File: config.mk
export PLATFORM = sky130hd
export DESIGN_NAME = addr_unshift_flat
export DESIGN_NICKNAME = d
export VERILOG_FILES = /design/src/rtl/addr_unshift_pkg.sv /design/src/rtl/addr_unshift_if.sv /design/src/rtl/addr_unshift_step.sv /design/src/rtl/addr_unshift.sv /design/src/flat_wrapper.sv
export SDC_FILE = /design/constraint.sdc
export NUM_CORES = 1
export LEC_CHECK = 0
export BUFFER_PORTS_ARGS = -buffer_cell sky130_fd_sc_hd__buf_2
export CAP_MARGIN = 0
export CORE_MARGIN = 2
export CORE_UTILIZATION = 59
export DETAILED_ROUTE_END_ITERATION = 8
export PLACE_DENSITY = 0.86
export SETUP_SLACK_MARGIN = 0.5
export SKIP_LAST_GASP = 1
export SLEW_MARGIN = 10
export SYNTH_ARGS = -nofsm -noshare
export SYNTH_HDL_FRONTEND = slang
export SYNTH_SLANG_ARGS = --single-unit
File: constraint.sdc
create_clock -name clk -period 10.4 [get_ports clk]
set_input_delay 2.6 -clock clk [delete_from_list [all_inputs] [get_ports clk]]
set_output_delay 2.6 -clock clk [all_outputs]
set_load 0.01 [all_outputs]
File: src/rtl/addr_unshift_pkg.sv
// Shared definitions for the address unshift engine: shift direction codes and FSM states.
// Optional rotate-undo support is selected with UNSHIFT_ROTATE_EN.
package addr_unshift_pkg;

    localparam logic LEFT_SHIFT  = 1'b0;
    localparam logic RIGHT_SHIFT = 1'b1;

    typedef enum logic [1:0] {
        IDLE = 2'd0,
        RUN  = 2'd1,
        DONE = 2'd2
    } state_e;

endpackage

File: src/rtl/addr_unshift_if.sv
// Request/response bus of the unshift engine; in_rot exists only with UNSHIFT_ROTATE_EN.
// Both sides use valid/ready: a transfer happens on a rising edge where valid and ready are both 1.
interface addr_unshift_if #(
    parameter int WIDTH = 32,
    parameter int AMT_W = 5
);
    logic             in_valid;
    logic             in_ready;
    logic [WIDTH-1:0] in_data;
    logic [WIDTH-1:0] in_spill;
    logic             in_dir;
    logic [AMT_W-1:0] in_amt;
`ifdef UNSHIFT_ROTATE_EN
    logic             in_rot;
`endif
    logic             out_valid;
    logic             out_ready;
    logic [WIDTH-1:0] out_data;

`ifdef UNSHIFT_ROTATE_EN
    modport master (output in_valid, in_data, in_spill, in_dir, in_amt, in_rot, out_ready,
                    input  in_ready, out_valid, out_data);
    modport slave  (input  in_valid, in_data, in_spill, in_dir, in_amt, in_rot, out_ready,
                    output in_ready, out_valid, out_data);
`else
    modport master (output in_valid, in_data, in_spill, in_dir, in_amt, out_ready,
                    input  in_ready, out_valid, out_data);
    modport slave  (input  in_valid, in_data, in_spill, in_dir, in_amt, out_ready,
                    output in_ready, out_valid, out_data);
`endif

endinterface

File: src/rtl/addr_unshift_step.sv
// One restore step: shifts the word opposite to the original shift and inserts one bit.
module addr_unshift_step
    import addr_unshift_pkg::*;
#(
    parameter int WIDTH = 32
) (
    input  logic [WIDTH-1:0] data_i,
    input  logic             dir_i,
    input  logic             insert_bit_i,
    output logic [WIDTH-1:0] data_o
);

    always_comb begin
        if (dir_i == LEFT_SHIFT) begin
            data_o = {insert_bit_i, data_i[WIDTH-1:1]};
        end else begin
            data_o = {data_i[WIDTH-2:0], insert_bit_i};
        end
    end

endmodule

File: src/rtl/addr_unshift.sv
// Iterative inverse shifter: restores one bit position per clock from the shifted word plus spill.
// Define UNSHIFT_ROTATE_EN to add the in_rot rotate-undo mode.
module addr_unshift
    import addr_unshift_pkg::*;
#(
    parameter int WIDTH = 32,
    parameter int AMT_W = 5
) (
    input  logic          clk,
    input  logic          rst,
    addr_unshift_if.slave io,
    output state_e        state_o
);

    localparam logic [AMT_W-1:0] AMT_MAX = AMT_W'(WIDTH - 1);

    state_e           state_q;
    logic [AMT_W-1:0] cnt_q;
    logic [WIDTH-1:0] data_q;
    logic [WIDTH-1:0] spill_q;
    logic             dir_q;
`ifdef UNSHIFT_ROTATE_EN
    logic             rot_q;
`endif
    logic             out_valid_q;
    logic [WIDTH-1:0] out_data_q;

    logic [AMT_W-1:0] cnt_m1;
    logic [AMT_W-1:0] amt_clamped;
    logic             insert_bit;
    logic [WIDTH-1:0] data_d;

    // Out-of-range amounts saturate instead of wrapping.
    assign amt_clamped = (io.in_amt > AMT_MAX) ? AMT_MAX : io.in_amt;
    assign cnt_m1      = cnt_q - 1'b1;

    always_comb begin
        insert_bit = spill_q[cnt_m1];
`ifdef UNSHIFT_ROTATE_EN
        if (rot_q) begin
            insert_bit = (dir_q == LEFT_SHIFT) ? data_q[0] : data_q[WIDTH-1];
        end
`endif
    end

    addr_unshift_step #(.WIDTH(WIDTH)) u_step (
        .data_i       (data_q),
        .dir_i        (dir_q),
        .insert_bit_i (insert_bit),
        .data_o       (data_d)
    );

    always_ff @(posedge clk or posedge rst) begin
        if (rst) begin
            state_q     <= IDLE;
            cnt_q       <= '0;
            data_q      <= '0;
            spill_q     <= '0;
            dir_q       <= LEFT_SHIFT;
`ifdef UNSHIFT_ROTATE_EN
            rot_q       <= 1'b0;
`endif
            out_valid_q <= 1'b0;
            out_data_q  <= '0;
        end else begin
            case (state_q)
                IDLE: begin
                    if (io.in_valid) begin
                        data_q  <= io.in_data;
                        spill_q <= io.in_spill;
                        dir_q   <= io.in_dir;
`ifdef UNSHIFT_ROTATE_EN
                        rot_q   <= io.in_rot;
`endif
                        cnt_q   <= amt_clamped;
                        state_q <= (amt_clamped == '0) ? DONE : RUN;
                    end
                end
                RUN: begin
                    data_q <= data_d;
                    cnt_q  <= cnt_m1;
                    if (cnt_q == AMT_W'(1)) begin
                        state_q <= DONE;
                    end
                end
                DONE: begin
                    // First DONE cycle registers the result; it is presented from the next cycle on.
                    if (!out_valid_q) begin
                        out_valid_q <= 1'b1;
                        out_data_q  <= data_q;
                    end else if (io.out_ready) begin
                        out_valid_q <= 1'b0;
                        state_q     <= IDLE;
                    end
                end
                default: state_q <= IDLE;
            endcase
        end
    end

    assign io.in_ready  = (state_q == IDLE);
    assign io.out_valid = out_valid_q;
    assign io.out_data  = out_data_q;
    assign state_o      = state_q;

endmodule

File: src/flat_wrapper.sv
// flat-port wrapper written by rule: the top's interface ports become plain ports
module addr_unshift_flat import addr_unshift_pkg::*;
#(
    parameter int WIDTH = 32,
    parameter int AMT_W = 5
)
  (clk, rst, state_o, io_in_valid, io_in_data, io_in_spill, io_in_dir, io_in_amt, io_out_ready, io_in_ready, io_out_valid, io_out_data);
  addr_unshift_if #(.WIDTH(WIDTH), .AMT_W(AMT_W)) io_i ();
  input  logic clk;
  input  logic rst;
  output state_e state_o;
  input wire logic [$bits(io_i.in_valid)-1:0] io_in_valid;
  input wire logic [$bits(io_i.in_data)-1:0] io_in_data;
  input wire logic [$bits(io_i.in_spill)-1:0] io_in_spill;
  input wire logic [$bits(io_i.in_dir)-1:0] io_in_dir;
  input wire logic [$bits(io_i.in_amt)-1:0] io_in_amt;
  input wire logic [$bits(io_i.out_ready)-1:0] io_out_ready;
  output wire logic [$bits(io_i.in_ready)-1:0] io_in_ready;
  output wire logic [$bits(io_i.out_valid)-1:0] io_out_valid;
  output wire logic [$bits(io_i.out_data)-1:0] io_out_data;
  assign io_i.in_valid = io_in_valid;
  assign io_i.in_data = io_in_data;
  assign io_i.in_spill = io_in_spill;
  assign io_i.in_dir = io_in_dir;
  assign io_i.in_amt = io_in_amt;
  assign io_i.out_ready = io_out_ready;
  assign io_in_ready = io_i.in_ready;
  assign io_out_valid = io_i.out_valid;
  assign io_out_data = io_i.out_data;
  addr_unshift #(.WIDTH(WIDTH), .AMT_W(AMT_W)) u_core (.clk(clk), .rst(rst), .io(io_i), .state_o(state_o));
endmodule
==> results.md, run 1 <==
- Outcome: finished clean
- CP max FO: between 60 and 70
- Routed Antenna Nets: 0
- # diodes: 0
- First-pass GRT wire length: between 15 and 20 mm
- Non-Filler Cell Area, Final: between 0.005 and 0.006 sq mm
- CP arrival: roughly 4400 ps
- Largest family of logic cells by synthesized area: simple AND/OR/NAND/NOR gates
- CP Class: primary input to flip-flop
- Antenna violations before repair: 0
- Largest net degree at the start of global routing: slightly below 90
- Starting Density: approximately three fifths
- Worst setup margin: between 6000 and 7000 ps
- Post-Synth Simple-Gate Area: approximately 19%
- Buffers on Ports: between 100 and 150
- Final nets: 671
- Placed instance area: ~0.0056 sq mm
- Clock buffer count from CTS: 9
- CP startpoint kind: primary input
- Clk_skew: 13.0 ps
- Syn. warnings: 0
- Final setup fails: 0
- Cell Area, Synth: roughly 0.005 sq mm
- Post-CTS Resized: 0
- Routability congestion estimate: approximately 0.8
- Worst Hold Path EP: u_core.spill_q[25]
- Place WS: just under 6000 ps
- Initial DRC Count: between 200 and 250
- Rows: 33
- Share of flip-flops with an asynchronous set or reset: 100%
- Critical R2R Capture: u_core.data_q[0]
- Mux share of post-synthesis cell area: about 12%
- TNS Setup: 0 ps
- Util after Layout: 70.5%
- Sequential share of the synthesized area: just over 50%
- Reg-to-reg critical path startpoint: u_core.cnt_q[0]
- Vias per std cell: approximately 5.7
- Post-Synth Adder-Cell Area: less than 1%
- Pin slew with the least headroom to its limit: between 1000 and 1500 ps
- Final Slew Violations: 0
- Critical Path RT: between 10000 and 15000 ps
- Worst slew margin: 21.0%
- H-tree depth: 3
- Synthesized Nets: about 590
- VDD IR max: ~0.13 mV
- # fillers: 639
- WL/cell: about 16 microns
- LEAKAGE: 2.83 nW
- CTS tree: built
- Worst-Skew Late Latency: 370 ps
- Share of layout cells above drive strength 1: approximately 28%
- FF-to-FF setup slack: ~8000 ps
- Syn Area/Cell: approximately 10 sq um
- Die W: between 90 and 100 microns
- Tmin final: roughly 4100 ps
- Total number of vias: approximately 4000
- Clock root buffer: clkbuf_8
- Number of global-route vias before repair: ~4000
- Initial DRT Pass Iterations: 4
- Post-synth EDFFs: 0
- Hold Violations, Final: 0
- Area of the die: about 0.0094 sq mm
- Max cap viols: 0
- XOR/XNOR Fraction of Synth Area: less than 1%
- Worst Reg-to-Reg Cells: 6
- Primary FF master, synth: dfrtp_1
- Clk buf depth: 2
- Gr ovfl total: 0
- Number of synthesized register bits: ~110
- Yosys cell types: 45
- Hold_sp: u_core.spill_q[25]
- CTS sink count: 105
- Chip Height: 96.7 microns
- Highest clock rate: ~240 MHz
- Worst hold stages: 2
- Post-route DRC: 0
- Hpwl dp: 7.46 mm
- Compound-Gate Fraction of Synth Area: between 10% and 20%
- Syn Inst Count: about 510
- Final wirelength: about 11 mm
- Area added between synthesis and finish: 14.8%
- CTS clock-pin slew for the worst setup and hold paths: ~90 ps
- RSZ-0062 raised after global routing: false
- GRT Total Usage: 24.5%
- IO Pins: 110
- Hold WC Path Type: flip-flop to flip-flop
- Core ar.: 0.00826 sq mm
- Post-CTS Hold Fix Bufs: 0
- Tcrit/Tclk final: between 30% and 40%
- Pwr dens: roughly 280 mW/mm^2
- Critical path capture point type: flip-flop
- # Post-CTS Setup Buffers: 0
[power breakdown]
| part | switching [mW] | internal, mW |
|---|---|---|
| Combinational | 0.330 | 0.316 |
| Clock | 0.134 | 0.118 |
| Sequential | 0.161 | 0.573 |
[layer usage]
| metal | global-route usage [%] | part of all wire, % |
|---|---|---|
| met1 | 32.4 | 44 |
| met3 | 5.13 | 4.9 |
| met4 | 10.8 | 2.4 |
| met2 | 39.5 | 48 |
| met5 | 0 | 0 |
[critical path, cell delays in order]
cell,delay (ps)
buf_2,140
nand2b_1,220
or2_2,940
nand2_1,140
a31o_2,290
o31ai_1,60
[final cells by class]
| class | count | area, sq um | share of cell area [%] |
|---|---|---|---|
| timing repair buffer | 111 | 561 | 9.63 |
| clock inverter | 5 | 53.8 | 0.924 |
| multi-input combinational | 362 | 2280 | 39.2 |
| tap | 105 | 131 | 2.26 |
| sequential | 105 | 2630 | 45.1 |
| inverter | 6 | 25.0 | 0.430 |
| clock buffer | 11 | 141 | 2.43 |
[cell usage in the layout (no fill, tap or decap), drive strengths merged, types with 2 or more instances in the layout]
cell / instances
nand2: 168
buf: 111
dfrtp: 105
mux2: 35
a211oi: 32
a31oi: 30
and2: 28
clkbuf: 11
mux4: 8
inv: 7
a21oi: 6
nor2: 6
o21ai: 5
nand2b: 4
o22ai: 4
nor2b: 3
and3: 3
o22a: 3
o31ai: 3
clkinv: 3
nor3b: 3
nand3: 2
xnor2: 2
a31o: 2
ha: 2
o211ai: 2
[how the worst max path moves through the flow]
| stage | to | from | slack (ps) | cells after the start |
|---|---|---|---|---|
| 6_report | u_core.data_q[31] | io_in_valid | 6260 | 6 |
| 5_1_grt | u_core.data_q[0] | io_in_valid | 6100 | 7 |
| 4_1_cts | u_core.data_q[31] | io_in_valid | 6270 | 6 |
| 3_5_place_dp | u_core.data_q[31] | io_in_valid | 5890 | 7 |
| 3_3_place_gp | u_core.data_q[0] | io_in_valid | 5980 | 6 |
| 2_1_floorplan | u_core.cnt_q[0] | rst | 5040 | 1 |
[flip-flops by register name, summed over array words and instances, names as in the netlist]
register / cells
u_core.state_o: 2
u_core.io.out_valid: 1
u_core.dir_q: 1
u_core.spill_q: 32
u_core.io.out_data: 32
u_core.cnt_q: 5
u_core.data_q: 32
[cells in the mapped netlist, types with 3 or more instances]
cell type / count / area share (%)
a211oi_1: 32 / 4.7
nor2_1: 6 / 0.44
nand2_1: 168 / 12
o31ai_1: 3 / 0.44
and2_1: 28 / 3.5
mux4_1: 7 / 3.6
mux2_1: 4 / 0.89
inv_1: 6 / 0.44
o22ai_1: 3 / 0.37
nand2b_1: 4 / 0.49
o22a_1: 3 / 0.52
a21oi_1: 6 / 0.59
a31oi_1: 30 / 3.7
o21ai_0: 5 / 0.49
buf_2: 8 / 0.79
buf_1: 6 / 0.44
clkbuf_1: 19 / 1.4
mux2_2: 31 / 6.9
and3_1: 3 / 0.37
nor2b_1: 3 / 0.37
dfrtp_1: 105 / 52
[stage by stage]
| stage | std cells | hold slack, ps | power [mW] |
|---|---|---|---|
| global route | 705 | 509 | 1.76 |
| CTS | 705 | 478 | 1.63 |
| finish | 705 | 478 | 1.63 |
| detailed placement | 689 | 457 | 1.38 |
| global placement | 689 | 450 | 1.34 |
| floorplan | 509 | 437 | 1.21 |
[cells by family after synthesis]
| group | after synthesis |
|---|---|
| and+or+nand+nor | 223 |
| DFF | 105 |
| AOI/OAI and AO/OA | 90 |
| muxes | 44 |
| buffers and inverters | 42 |
| xor gates and xnor gates | 3 |
| adders and majority gates | 2 |
Note: power is estimated with default switching activity, not from simulation.
==> inputs of run 2 (changes only) <==
--- a/config.mk
+++ b/config.mk
@@ -8,9 +8,9 @@
 export BUFFER_PORTS_ARGS = -buffer_cell sky130_fd_sc_hd__buf_2
 export CAP_MARGIN = 0
 export CORE_MARGIN = 2
-export CORE_UTILIZATION = 59
+export CORE_UTILIZATION = 55
 export DETAILED_ROUTE_END_ITERATION = 8
-export PLACE_DENSITY = 0.86
+export PLACE_DENSITY = 0.81
 export SETUP_SLACK_MARGIN = 0.5
 export SKIP_LAST_GASP = 1
 export SLEW_MARGIN = 10
==> constraint.sdc (replaced) <==
create_clock -name clk -period 4.1 [get_ports clk]
set_input_delay 1.025 -clock clk [delete_from_list [all_inputs] [get_ports clk]]
set_output_delay 1.025 -clock clk [all_outputs]
set_load 0.01 [all_outputs]
==> results.md, run 2 (synthesized netlist as in run 1, its figures left out) <==
- Outcome: finished clean
- Worst slew margin: 23.7% (+2.7 points)
- Clk_skew: 12.9 ps (-0.0989 ps)
- Clock buffer count from CTS: 9 (unchanged)
- Non-Filler Cell Area, Final: 0.00587 sq mm (+0.92%)
- Gr ovfl total: 0 (unchanged)
- Crit. Startpoint: u_core.cnt_q[0]
- Tcrit/Tclk final: 61.5%
- Post-CTS Hold Fix Bufs: 0 (unchanged)
- CP startpoint kind: flip-flop
- Most frequent cells in the layout: nand2_1, buf_2, dfrtp_1, a211oi_1, mux2_2
- Tot Pwr: 4.21 mW (+160%)
- CP max FO: 14 (-79%)
- # Post-CTS Setup Buffers: 0 (unchanged)
- Area added between synthesis and finish: 15.8%
- Hold Violations, Final: 0 (unchanged)
- Critical Path RT: 4320 ps (-6350 ps)
- Core ar.: 0.00911 sq mm (+10%)
- RSZ-0062 raised after global routing: false
- TNS Setup: 0 ps (unchanged)
- Hold WC Path Type: flip-flop to flip-flop
- IO Pins: 110 (unchanged)
- Max cap viols: 0 (unchanged)
- Number of global-route vias before repair: 4010 (+0.55%)
- CP Class: flip-flop to flip-flop
- Initial DRC Count: 247 (+6.9%)
- Buffers on Ports: 109 (unchanged)
- Routed Antenna Nets: 0 (unchanged)
- Worst Reg-to-Reg Cells: 7 (+1)
- Clk buf depth: 2 (unchanged)
- Critical path capture point type: flip-flop
- Routability congestion estimate: 0.796 (+1.3%)
- Switching share of power: 37.9% (-0.48 points)
- CP arrival: 2740 ps (-1670 ps)
- Antenna violations before repair: 0 (unchanged)
- Die W: 100 microns (+3.4%)
- Comb pwr share: 39.0% (-0.6 points)
- Final nets: 673 (+0.30%)
- Clock root buffer: clkbuf_8
- Reg-to-reg critical path startpoint: u_core.cnt_q[0]
- Tmin final: 2520 ps
- # diodes: 0 (unchanged)
- Vias per std cell: 5.77 (+1.3%)
- Dpl cells: 697 (+1.2%)
- Layout Cells excl Fill: 712 (+0.99%)
- Worst-Skew Late Latency: 370 ps (about the same)
- CTS sink count: 105 (unchanged)
- Share of layout cells above drive strength 1: 28.5% (+0.29 points)
- Largest net degree at the start of global routing: 70 (-20%)
- Initial DRT Pass Iterations: 4 (unchanged)
- Seq pwr share: 44.2% (-0.8 points)
- Hpwl dp: 7.58 mm (+1.6%)
- Post-CTS Resized: 0 (unchanged)
- Util after Layout: 64.5% (-6.0 points)
- Area of the die: 0.0100 sq mm (+7.0%)
- Worst path slowest cell: dfrtp_1
- Pin slew with the least headroom to its limit: 1140 ps (-40.1 ps)
- CTS clock-pin slew for the worst setup and hold paths: 90 ps (about the same)
- Most common cell after layout, fill and taps aside: nand2_1
- VDD IR max: 0.317 mV (+140%)
- Rows: 35 (+6.1%)
- Pwr dens: 716 mW/mm^2 (+160%)
- H-tree depth: 3 (unchanged)
- Post-route DRC: 0 (unchanged)
- CTS tree: built
- CP Cell Sequence: inv_1 > ha_1 > nor3b_2 > xnor2_1 > mux2_2 > o22ai_2 > o31ai_1
- Total number of vias: 4110 (+2.3%)
- Power share of the clock group: 16.8% (+1.4 points)
- Setup crit end: u_core.data_q[0]
- Final Slew Violations: 0 (unchanged)
- Net Switching: 1.59 mW (+150%)
- Final setup fails: 0 (unchanged)
- Final wirelength: 11.2 mm (+1.4%)
- FF-to-FF setup slack: 1580 ps (-6280 ps)
- Highest clock rate: approximately 400 MHz
- Internal cell power: 2.61 mW (+160%)
- Critical R2R Capture: u_core.data_q[0]
- WL/cell: 15.8 microns (+0.41%)
- Starting Density: 55.7% (-5.7 points)
- First-pass GRT wire length: 19.0 mm (+0.84%)
- Chip Height: 100 microns (+3.4%)
- LEAKAGE: 2.84 nW (+0.37%)
- Placed instance area: 0.00566 sq mm (+0.56%)
- Slowest stage delay, CP: 770 ps (-170 ps)
- Hold_sp: u_core.spill_q[22]
- GRT Total Usage: 23.8% (-0.71 points)
[run 2: worst min-delay path by stage]
stage                    endpoint  slack [ps]  cells past startpoint
4_1_cts        u_core.spill_q[22]         480                      2
6_report       u_core.spill_q[22]         480                      2
3_5_place_dp   u_core.spill_q[22]         460                      2
3_3_place_gp   u_core.spill_q[16]         450                      2
2_1_floorplan  u_core.spill_q[10]         440                      2
5_1_grt        u_core.spill_q[22]         510                      2
[run 2: worst max-delay path: cells and delay by family, from the launching register on]
family | cells | cell delay [ps]
simple gates | 1 | 200
compound gates | 2 | 280
xor+xnor | 1 | 310
fa+ha+maj | 1 | 320
mux | 1 | 390
flops | 1 | 770
buf+inv | 1 | 110
[run 2: final cells by class]
cell class / instances / area (sq um)
fill: 742 / 3230
sequential: 105 / 2630
multi-input combinational: 362 / 2280
timing repair buffer: 113 / 588
tap: 111 / 139
clock buffer: 10 / 138
clock inverter: 5 / 80.1
inverter: 6 / 26.3
[run 2: power groups by stage]
stage               clock network (mW)  logic (mW)  registers [mW]
finish                           0.707        1.64            1.86
global route                     0.758        1.85            1.92
CTS                              0.718        1.66            1.85
detailed placement                   0        1.65            1.87
global placement                     0        1.56            1.84
floorplan                            0        1.35            1.72
[run 2: per-layer routing]
metal	global-route usage [%]	wire, microns	vias to the layer above
met1	31.8	4810	2008
li1	-	-	1939
met3	5.01	620	26
met5	0	0	-
met4	10.1	274	0
met2	38.3	5540	137
[run 2: metrics by stage]
step,setup WS (ps),hold WS (ps)
3_3_place_gp,1440,450
4_1_cts,1590,482
2_1_floorplan,1820,437
5_1_grt,1400,508
3_5_place_dp,1340,460
6_report,1580,476
==> inputs of run 3 (changes only) <==
--- a/config.mk
+++ b/config.mk
@@ -5,12 +5,13 @@
 export SDC_FILE = /design/constraint.sdc
 export NUM_CORES = 1
 export LEC_CHECK = 0
+export ABC_AREA = 1
 export BUFFER_PORTS_ARGS = -buffer_cell sky130_fd_sc_hd__buf_2
 export CAP_MARGIN = 0
 export CORE_MARGIN = 2
-export CORE_UTILIZATION = 55
+export CORE_UTILIZATION = 54
 export DETAILED_ROUTE_END_ITERATION = 8
-export PLACE_DENSITY = 0.81
+export PLACE_DENSITY = 0.8
 export SETUP_SLACK_MARGIN = 0.5
 export SKIP_LAST_GASP = 1
 export SLEW_MARGIN = 10
==> constraint.sdc (replaced) <==
create_clock -name clk -period 2.54 [get_ports clk]
set_input_delay 0.635 -clock clk [delete_from_list [all_inputs] [get_ports clk]]
set_output_delay 0.635 -clock clk [all_outputs]
set_load 0.01 [all_outputs]
==> results.md, run 3 <==
- Hold WC Path Type: primary input to asynchronous set/reset pin
- Tot Pwr: 7.63 mW (+81%)
- CP max FO: 15 (+1)
- Worst path slowest cell: ha_2
- Largest net degree at the start of global routing: 82 (+17%)
- Initial DRT Pass Iterations: 5 (+1)
- Routability congestion estimate: 0.872 (+9.4%)
- CP Class: flip-flop to flip-flop
- Post-route DRC: 0 (unchanged)
- Post-CTS Hold Fix Bufs: 0 (unchanged)
- Syn. warnings: 0 (unchanged)
- Top-area cell type share of the netlist area: 53.5% (+1.6 points)
- # Post-CTS Setup Buffers: 0 (unchanged)
- Critical Path RT: 2800 ps (-1520 ps)
- Area of the die: 0.00988 sq mm (-1.2%)
- Worst-Skew Late Latency: 370 ps (about the same)
- Syn Area/Cell: 8.40 sq um (-16%)
- CP Cell Sequence: inv_2 > ha_2 > inv_1 > nand3_1 > nand3_1 > nand3_1 > nand3_1 > nand2_1 > nand2_1 > nand2_1 > a21oi_1
- Hpwl dp: 7.89 mm (+4.1%)
- CTS sink count: 105 (unchanged)
- Total number of vias: 4357 (+6.0%)
- TNS Setup: 0 ps (unchanged)
- CP dominant cell by count: nand3_1
- Number of global-route vias before repair: 4181 (+4.3%)
- Dpl cells: 775 (+11%)
- Area added between synthesis and finish: 16.4%
- # diodes: 0 (unchanged)
- IO Pins: 110 (unchanged)
- Most frequent cells in the layout: buf_2, dfrtp_1, o21ai_0, nand2_1, inv_1
- CTS tree: built
- CP arrival: 2120 ps (-620 ps)
- Final wirelength: 11.3 mm (+0.94%)
- Clock buffer count from CTS: 9 (unchanged)
- Vias per std cell: 5.51 (-4.6%)
- Pin slew with the least headroom to its limit: 618 ps (-523 ps)
- Synth area leaders: dfrtp_1, o21ai_0, nand2_1
- Commonest cells post-synth: dfrtp_1, o21ai_0, nand2_1
- CP startpoint kind: flip-flop
- Worst slew margin: 58.8% (+35 points)
- Hold Violations, Final: 0 (unchanged)
- Initial DRC Count: 259 (+4.9%)
- Max cap viols: 0 (unchanged)
- Number of synthesized register bits: 105 (unchanged)
- Outcome: finished clean
- Syn Inst Count: 585 (+15%)
- Slowest stage delay, CP: 510 ps (-260 ps)
- Hold Slack: 380 ps (-96.2 ps)
- Rows: 34 (-2.9%)
- Antenna violations before repair: 0 (unchanged)
- Yosys cell types: 25 (-44%)
- Routed Antenna Nets: 0 (unchanged)
- LEAKAGE: 2.96 nW (+4.2%)
- VDD IR max: 0.987 mV (+210%)
- Post-synth top area cell: dfrtp_1
- Most common cell after layout, fill and taps aside: buf_2
- Post-CTS Resized: 0 (unchanged)
- Top-count cell post-synth: dfrtp_1
- Starting Density: 56.1% (+0.41 points)
- Footprint of the multi-input gates: 0.00185 sq mm (-19%)
- Cell Area, Synth: 0.00491 sq mm (-3.1%)
- Post-synth EDFFs: 0 (unchanged)
- Gr ovfl total: 0 (unchanged)
- Sequential share of the synthesized area: 53.5% (+1.6 points)
- WL/cell: 14.3 microns (-9.1%)
- Synthesized Nets: 661 (+13%)
- Tcrit/Tclk final: 73.5% (+12 points)
- Chip Height: 99.4 microns (-0.62%)
- RSZ-0062 raised after global routing: false
- Clk buf depth: 2 (unchanged)
- Pwr dens: 1330 mW/mm^2 (+86%)
- Final setup fails: 0 (unchanged)
- Critical path capture point type: flip-flop
- Final nets: 754 (+12%)
- Share of layout cells above drive strength 1: 22.0% (-6.5 points)
- Core ar.: 0.00876 sq mm (-3.8%)
- Reg area: 0.00263 sq mm (unchanged)
- Highest clock rate: 536 MHz (+35%)
- Clock root buffer: clkbuf_8
- Layout Cells excl Fill: 791 (+11%)
- Share of flip-flops with an asynchronous set or reset: 100% (unchanged)
- Clk_skew: 12.1 ps (-0.866 ps)
- First-pass GRT wire length: 19.4 mm (+2.1%)
- CTS clock-pin slew for the worst setup and hold paths: 110 ps (+20 ps)
- Buffers on Ports: 109 (unchanged)
- # fillers: 770 (+3.8%)
- Final Slew Violations: 0 (unchanged)
- Tmin final: 1870 ps (-654 ps)
- GRT Total Usage: 24.2% (+0.39 points)
- H-tree depth: 3 (unchanged)
- Primary FF master, synth: dfrtp_1
- Die W: 99.4 microns (-0.62%)
-- run 3: worst max-delay path, delay by kind of cell, from the launching register on --
family | cells | cell delay (ps)
AO/OA/AOI/OAI | 1 | 50
flip-flops | 1 | 370
buffers and inverters | 2 | 240
AND/OR/NAND/NOR | 7 | 580
adder cells (fa/ha/maj) | 1 | 510
-- run 3: final cells by class --
cell class	count	area share (%)
Clock buffer	9	2.17
Clock inverter	7	1.07
Inverter	75	4.99
Multi-Input combinational cell	368	32.4
Sequential cell	105	45.9
Tap cell	108	2.36
Timing Repair Buffer	119	11.1
-- run 3: cell families after synthesis --
group	synth area share, %
xor gates and xnor gates	0.535
buffers and inverters	9.09
and+or+nand+nor	13.3
muxes	1.15
DFF	53.5
adders and majority gates	0.509
AOI/OAI and AO/OA	22.0
-- run 3: final timing paths --
kind | from | endpoint | slack (ps) | cells after the start
setup / recovery | u_core.cnt_q[0] | u_core.data_q[0] | 670 | 11
hold / removal | rst | u_core.data_q[11] | 380 | 3
setup reg to reg | u_core.cnt_q[0] | u_core.data_q[0] | 670 | 11
hold reg to reg | u_core.io.out_data[15] | u_core.io.out_data[15] | 490 | 2
max in group asynchronous | rst | u_core.data_q[21] | 1770 | 3
min in group clk | u_core.io.out_data[15] | u_core.io.out_data[15] | 490 | 2
-- run 3: through the flow --
stage	cell area [sq um]	setup slack [ps]	util, %
floorplan	4920	645	-
global placement	5520	707	63.0
detailed placement	5520	611	63.0
CTS	5710	601	65.1
global route	5720	543	65.3
finish	5720	674	65.3
-- run 3: routing by layer --
layer | wire (microns) | vias up | global-route usage, % | part of all wire (%)
met5 | 0 | - | 0 | 0
met4 | 199 | 0 | 7.90 | 1.8
met3 | 686 | 16 | 4.08 | 6.0
met2 | 5400 | 172 | 38.3 | 48
met1 | 5060 | 2057 | 34.5 | 45
li1 | - | 2112 | - | -
-- run 3: power breakdown --
group | internal [mW] | switching, mW | total (mW)
clock network | 0.376 | 0.610 | 0.986
registers | 2.50 | 0.379 | 2.88
logic | 1.36 | 2.41 | 3.77
